## src/rtl/mem_access_sequencer_if.sv

```systemverilog
// Request/response bus between mem_access_sequencer (master) and MemoryHierarchy (slave).
interface mem_access_sequencer_if #(
  parameter int ADDR_W = 15,
  parameter int DATA_W = 32
);
  logic [ADDR_W-1:0] address;
  logic              MemRead;
  logic [DATA_W-1:0] data;
  logic              DataReady;
  logic              HMbar;

  modport master (output address, MemRead, input data, DataReady, HMbar);
  modport slave  (input address, MemRead, output data, DataReady, HMbar);
endinterface

```

## src/rtl/mem_access_sequencer.sv

```systemverilog
// Walks a contiguous word-address block, one MemRead per word, gathering data and hit/miss stats.
// Optional running checksum of captured words when SEQ_CHECKSUM_EN is defined.
module mem_access_sequencer #(
  parameter int ADDR_W = 15,
  parameter int DATA_W = 32,
  parameter int CNT_W  = 16
) (
  input  logic                  clk,
  input  logic                  rst,
  input  logic                  start,
  input  logic [ADDR_W-1:0]     base_addr,
  input  logic [CNT_W-1:0]      length,
  mem_access_sequencer_if.master mem,
  output logic                  busy,
  output logic                  done,
  output logic                  rd_valid,
  output logic [DATA_W-1:0]     rd_data,
  output logic [CNT_W-1:0]      rd_index,
  output logic [CNT_W-1:0]      hit_count,
  output logic [CNT_W-1:0]      miss_count
`ifdef SEQ_CHECKSUM_EN
  ,
  output logic [DATA_W-1:0]     checksum
`endif
);

  typedef enum logic [2:0] {IDLE, SETUP, REQ, GAP, DONE} state_e;

  state_e            state_q, state_d;
  logic [ADDR_W-1:0] addr_q;
  logic [CNT_W-1:0]  len_q, idx_q, rd_index_q, hit_q, miss_q;
  logic [DATA_W-1:0] rd_data_q;
  logic              rd_valid_q;
  logic              mem_rd;

  logic accept, capture, last;
  assign accept  = (state_q == IDLE) && start;
  assign capture = (state_q == REQ) && mem.DataReady;
  assign last    = (idx_q == len_q - CNT_W'(1));

  always_ff @(posedge clk or posedge rst) begin
    if (rst) state_q <= IDLE;
    else     state_q <= state_d;
  end

  always_comb begin
    state_d = state_q;
    case (state_q)
      IDLE:    if (start) state_d = (length != '0) ? SETUP : DONE;
      SETUP:   state_d = REQ;
      REQ:     if (mem.DataReady) state_d = last ? DONE : GAP;
      GAP:     state_d = REQ;
      DONE:    state_d = IDLE;
      default: state_d = IDLE;
    endcase
  end

  // MemRead is decoded straight from state so an async reset drops it at once.
  always_comb begin
    mem_rd = 1'b0;
    busy   = 1'b0;
    done   = 1'b0;
    case (state_q)
      SETUP:   busy = 1'b1;
      REQ:     begin busy = 1'b1; mem_rd = 1'b1; end
      GAP:     busy = 1'b1;
      DONE:    done = 1'b1;
      default: ;
    endcase
  end

  always_ff @(posedge clk or posedge rst) begin
    if (rst) begin
      addr_q     <= '0;
      len_q      <= '0;
      idx_q      <= '0;
      rd_index_q <= '0;
      hit_q      <= '0;
      miss_q     <= '0;
      rd_data_q  <= '0;
      rd_valid_q <= 1'b0;
    end else begin
      rd_valid_q <= 1'b0;
      if (accept) begin
        if (length != '0) begin
          addr_q <= base_addr;
          len_q  <= length;
        end
        idx_q      <= '0;
        rd_index_q <= '0;
        hit_q      <= '0;
        miss_q     <= '0;
      end else if (capture) begin
        rd_data_q  <= mem.data;
        rd_valid_q <= 1'b1;
        rd_index_q <= idx_q;
        idx_q      <= idx_q + CNT_W'(1);
        if (mem.HMbar) hit_q  <= hit_q + CNT_W'(1);
        else           miss_q <= miss_q + CNT_W'(1);
        // Address wraps naturally at 2^ADDR_W.
        if (!last) addr_q <= addr_q + ADDR_W'(1);
      end
    end
  end

`ifdef SEQ_CHECKSUM_EN
  logic [DATA_W-1:0] csum_q;
  always_ff @(posedge clk or posedge rst) begin
    if (rst)          csum_q <= '0;
    else if (accept)  csum_q <= '0;
    else if (capture) csum_q <= csum_q + mem.data;
  end
  assign checksum = csum_q;
`endif

  assign mem.address = addr_q;
  assign mem.MemRead = mem_rd;
  assign rd_valid    = rd_valid_q;
  assign rd_data     = rd_data_q;
  assign rd_index    = rd_index_q;
  assign hit_count   = hit_q;
  assign miss_count  = miss_q;

endmodule
```

## src/flat_wrapper.sv

```systemverilog
// flat-port wrapper written by rule: the top's interface ports become plain ports
module mem_access_sequencer_flat 
#(
  parameter int ADDR_W = 15,
  parameter int DATA_W = 32,
  parameter int CNT_W  = 16
)
  (clk, rst, start, base_addr, length, busy, done, rd_valid, rd_data, rd_index, hit_count, miss_count, mem_address, mem_MemRead, mem_data, mem_DataReady, mem_HMbar);
  mem_access_sequencer_if #(.ADDR_W(ADDR_W), .DATA_W(DATA_W)) mem_i ();
  input  logic clk;
  input  logic rst;
  input  logic start;
  input  logic [ADDR_W-1:0] base_addr;
  input  logic [CNT_W-1:0] length;
  output logic busy;
  output logic done;
  output logic rd_valid;
  output logic [DATA_W-1:0] rd_data;
  output logic [CNT_W-1:0] rd_index;
  output logic [CNT_W-1:0] hit_count;
  output logic [CNT_W-1:0] miss_count;
  output wire logic [$bits(mem_i.address)-1:0] mem_address;
  output wire logic [$bits(mem_i.MemRead)-1:0] mem_MemRead;
  input wire logic [$bits(mem_i.data)-1:0] mem_data;
  input wire logic [$bits(mem_i.DataReady)-1:0] mem_DataReady;
  input wire logic [$bits(mem_i.HMbar)-1:0] mem_HMbar;
  assign mem_address = mem_i.address;
  assign mem_MemRead = mem_i.MemRead;
  assign mem_i.data = mem_data;
  assign mem_i.DataReady = mem_DataReady;
  assign mem_i.HMbar = mem_HMbar;
  mem_access_sequencer #(.ADDR_W(ADDR_W), .DATA_W(DATA_W), .CNT_W(CNT_W)) u_core (.clk(clk), .rst(rst), .start(start), .base_addr(base_addr), .length(length), .mem(mem_i), .busy(busy), .done(done), .rd_valid(rd_valid), .rd_data(rd_data), .rd_index(rd_index), .hit_count(hit_count), .miss_count(miss_count));
endmodule
```

## config.mk

```make
export PLATFORM = sky130hd
export DESIGN_NAME = mem_access_sequencer_flat
export DESIGN_NICKNAME = d
export VERILOG_FILES = /design/src/rtl/mem_access_sequencer_if.sv /design/src/rtl/mem_access_sequencer.sv /design/src/flat_wrapper.sv
export SDC_FILE = /design/constraint.sdc
export NUM_CORES = 1
export LEC_CHECK = 0
export CAP_MARGIN = 20
export CORE_ASPECT_RATIO = 1.4
export CORE_MARGIN = 2
export CORE_UTILIZATION = 40
export DETAILED_ROUTE_END_ITERATION = 8
export PLACE_DENSITY = 0.74
export SLEW_MARGIN = 20
export SYNTH_ARGS = -nofsm -noshare
export SYNTH_HDL_FRONTEND = slang
export SYNTH_SLANG_ARGS = --single-unit
```

## constraint.sdc

```tcl
create_clock -name clk -period 5.95 [get_ports clk]
set_input_delay 0.595 -clock clk [delete_from_list [all_inputs] [get_ports clk]]
set_output_delay 0.595 -clock clk [all_outputs]
set_load 0.03 [all_outputs]
```

* After elaboration in Yosys (flattened, before gate mapping)
Index checks and enable logic that the tools add are counted. W data, S select, Z words.
Storage, ports and cells: bits in latches 0, bits in writable memories 0, bits in read-only memories 0, bits in registers 131, word-level logic and storage cells 63, memories 0
Operators by class: mux-type cells 24, $lt $le $gt $ge 0, bitwise gates (word level) 1, reductions and logical operators 14, eq/ne operators 10, $mul 0, $add $sub $neg 5, shifts and indexed selects 0, divide/modulo/power cells 0
Operator list (number):
- $mux W16 | 10
- $mux W15 | 4
- $add A16 B1 Y16 const B | 3
- $eq A16 B16 Y1 | 1
- $reduce_bool A16 Y1 | 1
- $sub A16 B1 Y16 const B | 1
- $add A15 B1 Y15 const B | 1
- $mux W3 | 4
- $reduce_and A2 Y1 | 5
- $pmux W3 S3 | 1
- $eq A3 B2 Y1 const B | 2
- $ne A2 B2 Y1 const B | 3
- $mux W1 | 5
- $ne A2 B1 Y1 const B | 2
- $reduce_bool A2 Y1 | 2
- $eq A3 B1 Y1 const B | 1
- $eq A3 B3 Y1 const B | 1
- $logic_not A3 Y1 | 1
- $reduce_and A3 Y1 | 1
- $reduce_or A3 Y1 | 1
- $logic_and A1 B1 Y1 | 2
- $reduce_or A2 Y1 | 1
- $not A1 Y1 | 1

* Depth between registers and ports, before layout
depth in word-level cells 5, gate-level depth with buffers 11, mapped depth without buffers 10

* Worst setup path after synthesis
No wires, ideal clock.
path kind reg-to-reg, start reg u_core.len_q[0], end reg u_core.addr_q[5] (netlist: u_core.mem.address[5]), library setup time 0.126 ns, cell stages (with the launch flop) 11, arrival time 2.627 ns, buffers on the path 1, slack 3.197 ns, clock period less this slack 2.753 ns, data required time 5.824 ns, cell sequence dfrtp_1 -> inv_1 -> ha_1 -> nor4b_2 -> nand2_1 -> a221oi_1 -> or3b_4 -> a31oi_4 -> buf_6 -> mux2i_1 -> nor2_1
On the way: longest elaborated chain between the ends 4
Ends and longest elaborated chain:
- start: declaration | line mem_access_sequencer.sv:31 | logic [CNT_W-1:0] len_q, idx_q, rd_index_q, hit_q, miss_q;
- start signal: assignment | line mem_access_sequencer.sv:87 | len_q <= length;
- $sub A16 B1 Y16 | line mem_access_sequencer.sv:39 | assign last = (idx_q == len_q - CNT_W'(1));
- $eq A16 B16 Y1 | line mem_access_sequencer.sv:39
- $ne A2 B1 Y1 (no source line)
- $reduce_and A3 Y1 (no source line)
- end signal: assignment | line mem_access_sequencer.sv:86 | addr_q <= base_addr;
- end signal: assignment | line mem_access_sequencer.sv:101 | if (!last) addr_q <= addr_q + ADDR_W'(1);
- end: declaration | line mem_access_sequencer.sv:30 | logic [ADDR_W-1:0] addr_q;
Every way passes these cells. A chain may end at the register's enable or synchronous reset.

* Worst setup path in the final report
start reg u_core.len_q[0], end reg u_core.addr_q[12] (netlist: u_core.mem.address[12])
The elaborated chain is that of the path after synthesis.

==> flow_summary.ini <==
[pwr]
cellLeakagePower_nw = 3.69
swShare_pct = 32.9
irDropWorstVdd_uv = 212
p_per_area_nw_per_um2 = 354
pwr-share-clk_pct = 34.0
power.switching_mw = 1.04
p_int_mw = 2.12
combPwrFrac_pct = 27.4
p_seq_share_pct = 38.6

[worst_hold_path]
hold_class = flop to flop
holdPathStages = 1
hold_end = u_core.rd_data[20]
hold_path.startpoint = u_core.rd_data[20]

[placed_design]
pre_cts_ws_ns = 2.56
port_buffers = 166
dp_cells = 976
globalplace.congestion = 0.779
dp_hpwl_um = 11400

[routing]
vias = 5342
drt-total-wl_um = 16300
drcViolationCount = 0
drt_iter0_drc = 275
vias_per_cell = 5.30
first_pass_iters = 4
ant_nets = 0
wl_per_cell_um = 16.2

[grt]
grt_pass1_vias = 5224
grt_use_total_pct = 19.3
grt_overflow = 0
antenna_found_initial = 0
grt_max_degree = 77
grt_pass1_wl_um = 26800

[timing]
drv_slew = 0
max-slew-margin-rel_pct = 31.6
tightestPinTransition_ns = 1.00
min_period_ns = 3.25
worst_slack_ns = 2.70
setup_violations = 0
rsz0062_at_grt = false
fmax_mhz = 308
hold_violations = 0
fin_crit_sh_pct = 54.6
tns_ns = 0
fin_worst_skew_ns = 0.00801

[logic_synthesis]
yosysSeqAreaShare_pct = 50.5
synthTopCellsByArea = dfrtp_1 51%, mux2_2 8.3%, xor2_1 5.1%
synth_cells = 636
post-synth-top-area-cell = dfrtp_1
syn-num-nets = 709
yosysWarnings = 0
synth_most_common_cell = dfrtp_1
netlist_top_cells_count = 131 x dfrtp_1, 70 x nor2_1, 65 x nand2_1
ys.flop_type = dfrtp_1
synth.avg_cell_area_um2 = 10.2
synth_seq_cells = 131
async_flop_share_pct = 100
yosys.area.top_type_share_pct = 50.5
syn_area_um2 = 6490
synth_edf_count = 0
synth_cell_types = 59

[cts]
post_cts_buffers = 0
path_clk_slew_ns = 0.06
ctsHtreeMaxLevel = 4
clock_path_buffers = 2
cts_tree = done
cts_buffers = 17
cts_hold_buf = 0
clock_latency_ns = 0.41
root_buffer = clkbuf_16
cts_sinks = 131
cts_resized = 0

[worst_setup_path]
max_stage_delay_ns = 0.54
critPathRequiredTime_ns = 6.24
ff2ff_path_depth = 9
crit_slowest_cell = a31oi_4
path_max_fanout = 19
startpoint_type = flop
r2r_start = u_core.len_q[0]
crit_chain = inv_1 > ha_1 > nor4b_2 > nand2_1 > a221oi_1 > or3b_4 > a31oi_4 > o311a_1 > o21ai_0
cp.arrival_ns = 3.54
end_kind = flop
rr_endpoint = u_core.mem.address[12]
worstSetupPathType = flop to flop
ff2ff_setup_slack_ns = 2.70

[floorplan]
start_util_pct = 40.5
dieArea_um2 = 17300
dieWidth_um = 112
ioPinCount = 167
die_h_um = 155
core_area_um2 = 16000
row_count = 55

[final_layout]
areaGrowthSynthToFinish_pct = 37.8
instances_no_fill = 1008
drive_gt1_share_pct = 11.7
utilization_pct = 55.8
antenna-diode-count = 0
nets = 869

[outcome]
status = finished clean

[run]
cap_violations = 0
==> cells by family after synthesis <==
family                   after synthesis  synth area share, %
AO/OA/AOI/OAI                         91                 8.91
XOR/XNOR                              54                 7.29
adder cells (fa/ha/maj)                5                0.964
buffers and inverters                 40                 2.54
flip-flops                           131                 50.5
multiplexers                          61                 10.3
AND/OR/NAND/NOR                      254                 19.5
==> power groups by stage <==
stage / Combinational (mW) / Clock, mW / Sequential, mW
after global routing: 0.940 / 1.15 / 1.25
after floorplan: 0.388 / 0 / 1.36
after detailed placement: 0.869 / 0 / 1.23
final: 0.867 / 1.08 / 1.22
after global placement: 0.861 / 0 / 1.23
after CTS: 0.875 / 1.10 / 1.22
==> worst max-delay path: cells and delay by family, from the launching register on <==
family                     cells  cell delay (ns)
and+or+nand+nor                3             1.20
adders and majority gates      1             0.19
buffers and inverters          1             0.09
DFF                            1             0.45
AOI/OAI and AO/OA              4             1.20
==> final cells by class <==
type / count / area [um2]
clock buffers: 21 / 460
clock inverters: 11 / 151
fillers: 1395 / 7090
inverters: 10 / 40.0
multi-input cells: 465 / 3070
flip-flops and latches: 131 / 3280
well taps: 199 / 249
repair buffers: 171 / 1700
==> registers in the layout (all words and copies together), names as in the netlist <==
register            cells
u_core.len_q           16
u_core.rd_data         32
u_core.idx_q           16
u_core.rd_index        16
u_core.miss_count      16
u_core.hit_count       16
u_core.mem.address     15
u_core.state_q          3
u_core.rd_valid         1
==> worst max-delay path by stage <==
stage,from,endpoint,slack [ns],cells past startpoint
finish,u_core.len_q[0],u_core.mem.address[12],2.70,9
global route,u_core.len_q[0],u_core.mem.address[11],2.47,9
CTS,u_core.len_q[0],u_core.mem.address[11],2.69,9
detailed placement,mem_DataReady,u_core.idx_q[12],2.56,7
global placement,mem_DataReady,u_core.idx_q[10],2.65,6
floorplan,rst,u_core.hit_count[0],1.86,1
==> metal layers <==
layer | part of all wire, % | track usage [%] | vias to the layer above
met5 | 0 | 0 | -
li1 | - | - | 2577
met4 | 2.6 | 8.58 | 0
met2 | 50 | 32.4 | 110
met1 | 43 | 23.6 | 2626
met3 | 4.2 | 4.78 | 29
==> metrics by stage <==
stage / hold slack [ns] / power, mW / area [um2]
floorplan: 0.501 / 1.75 / 6490
global placement: 0.488 / 2.09 / 8340
detailed placement: 0.494 / 2.10 / 8340
CTS: 0.508 / 3.20 / 8950
global route: 0.513 / 3.34 / 8950
finish: 0.502 / 3.17 / 8950
==> cell usage in the layout, fill, tap and decap left out, types with 14 or more instances in the layout <==
cell	Yosys	final
mux2_2	48	48
a21oi_1	22	22
clkdlybuf4s50_1	0	166
xor2_1	38	38
o21ai_0	32	32
nand2_1	65	65
xnor2_1	16	16
nor2_1	70	70
dfrtp_1	131	131
clkbuf_16	0	17
nor3_1	14	14
nand3_1	28	28
(Power assumes the default switching activity.)
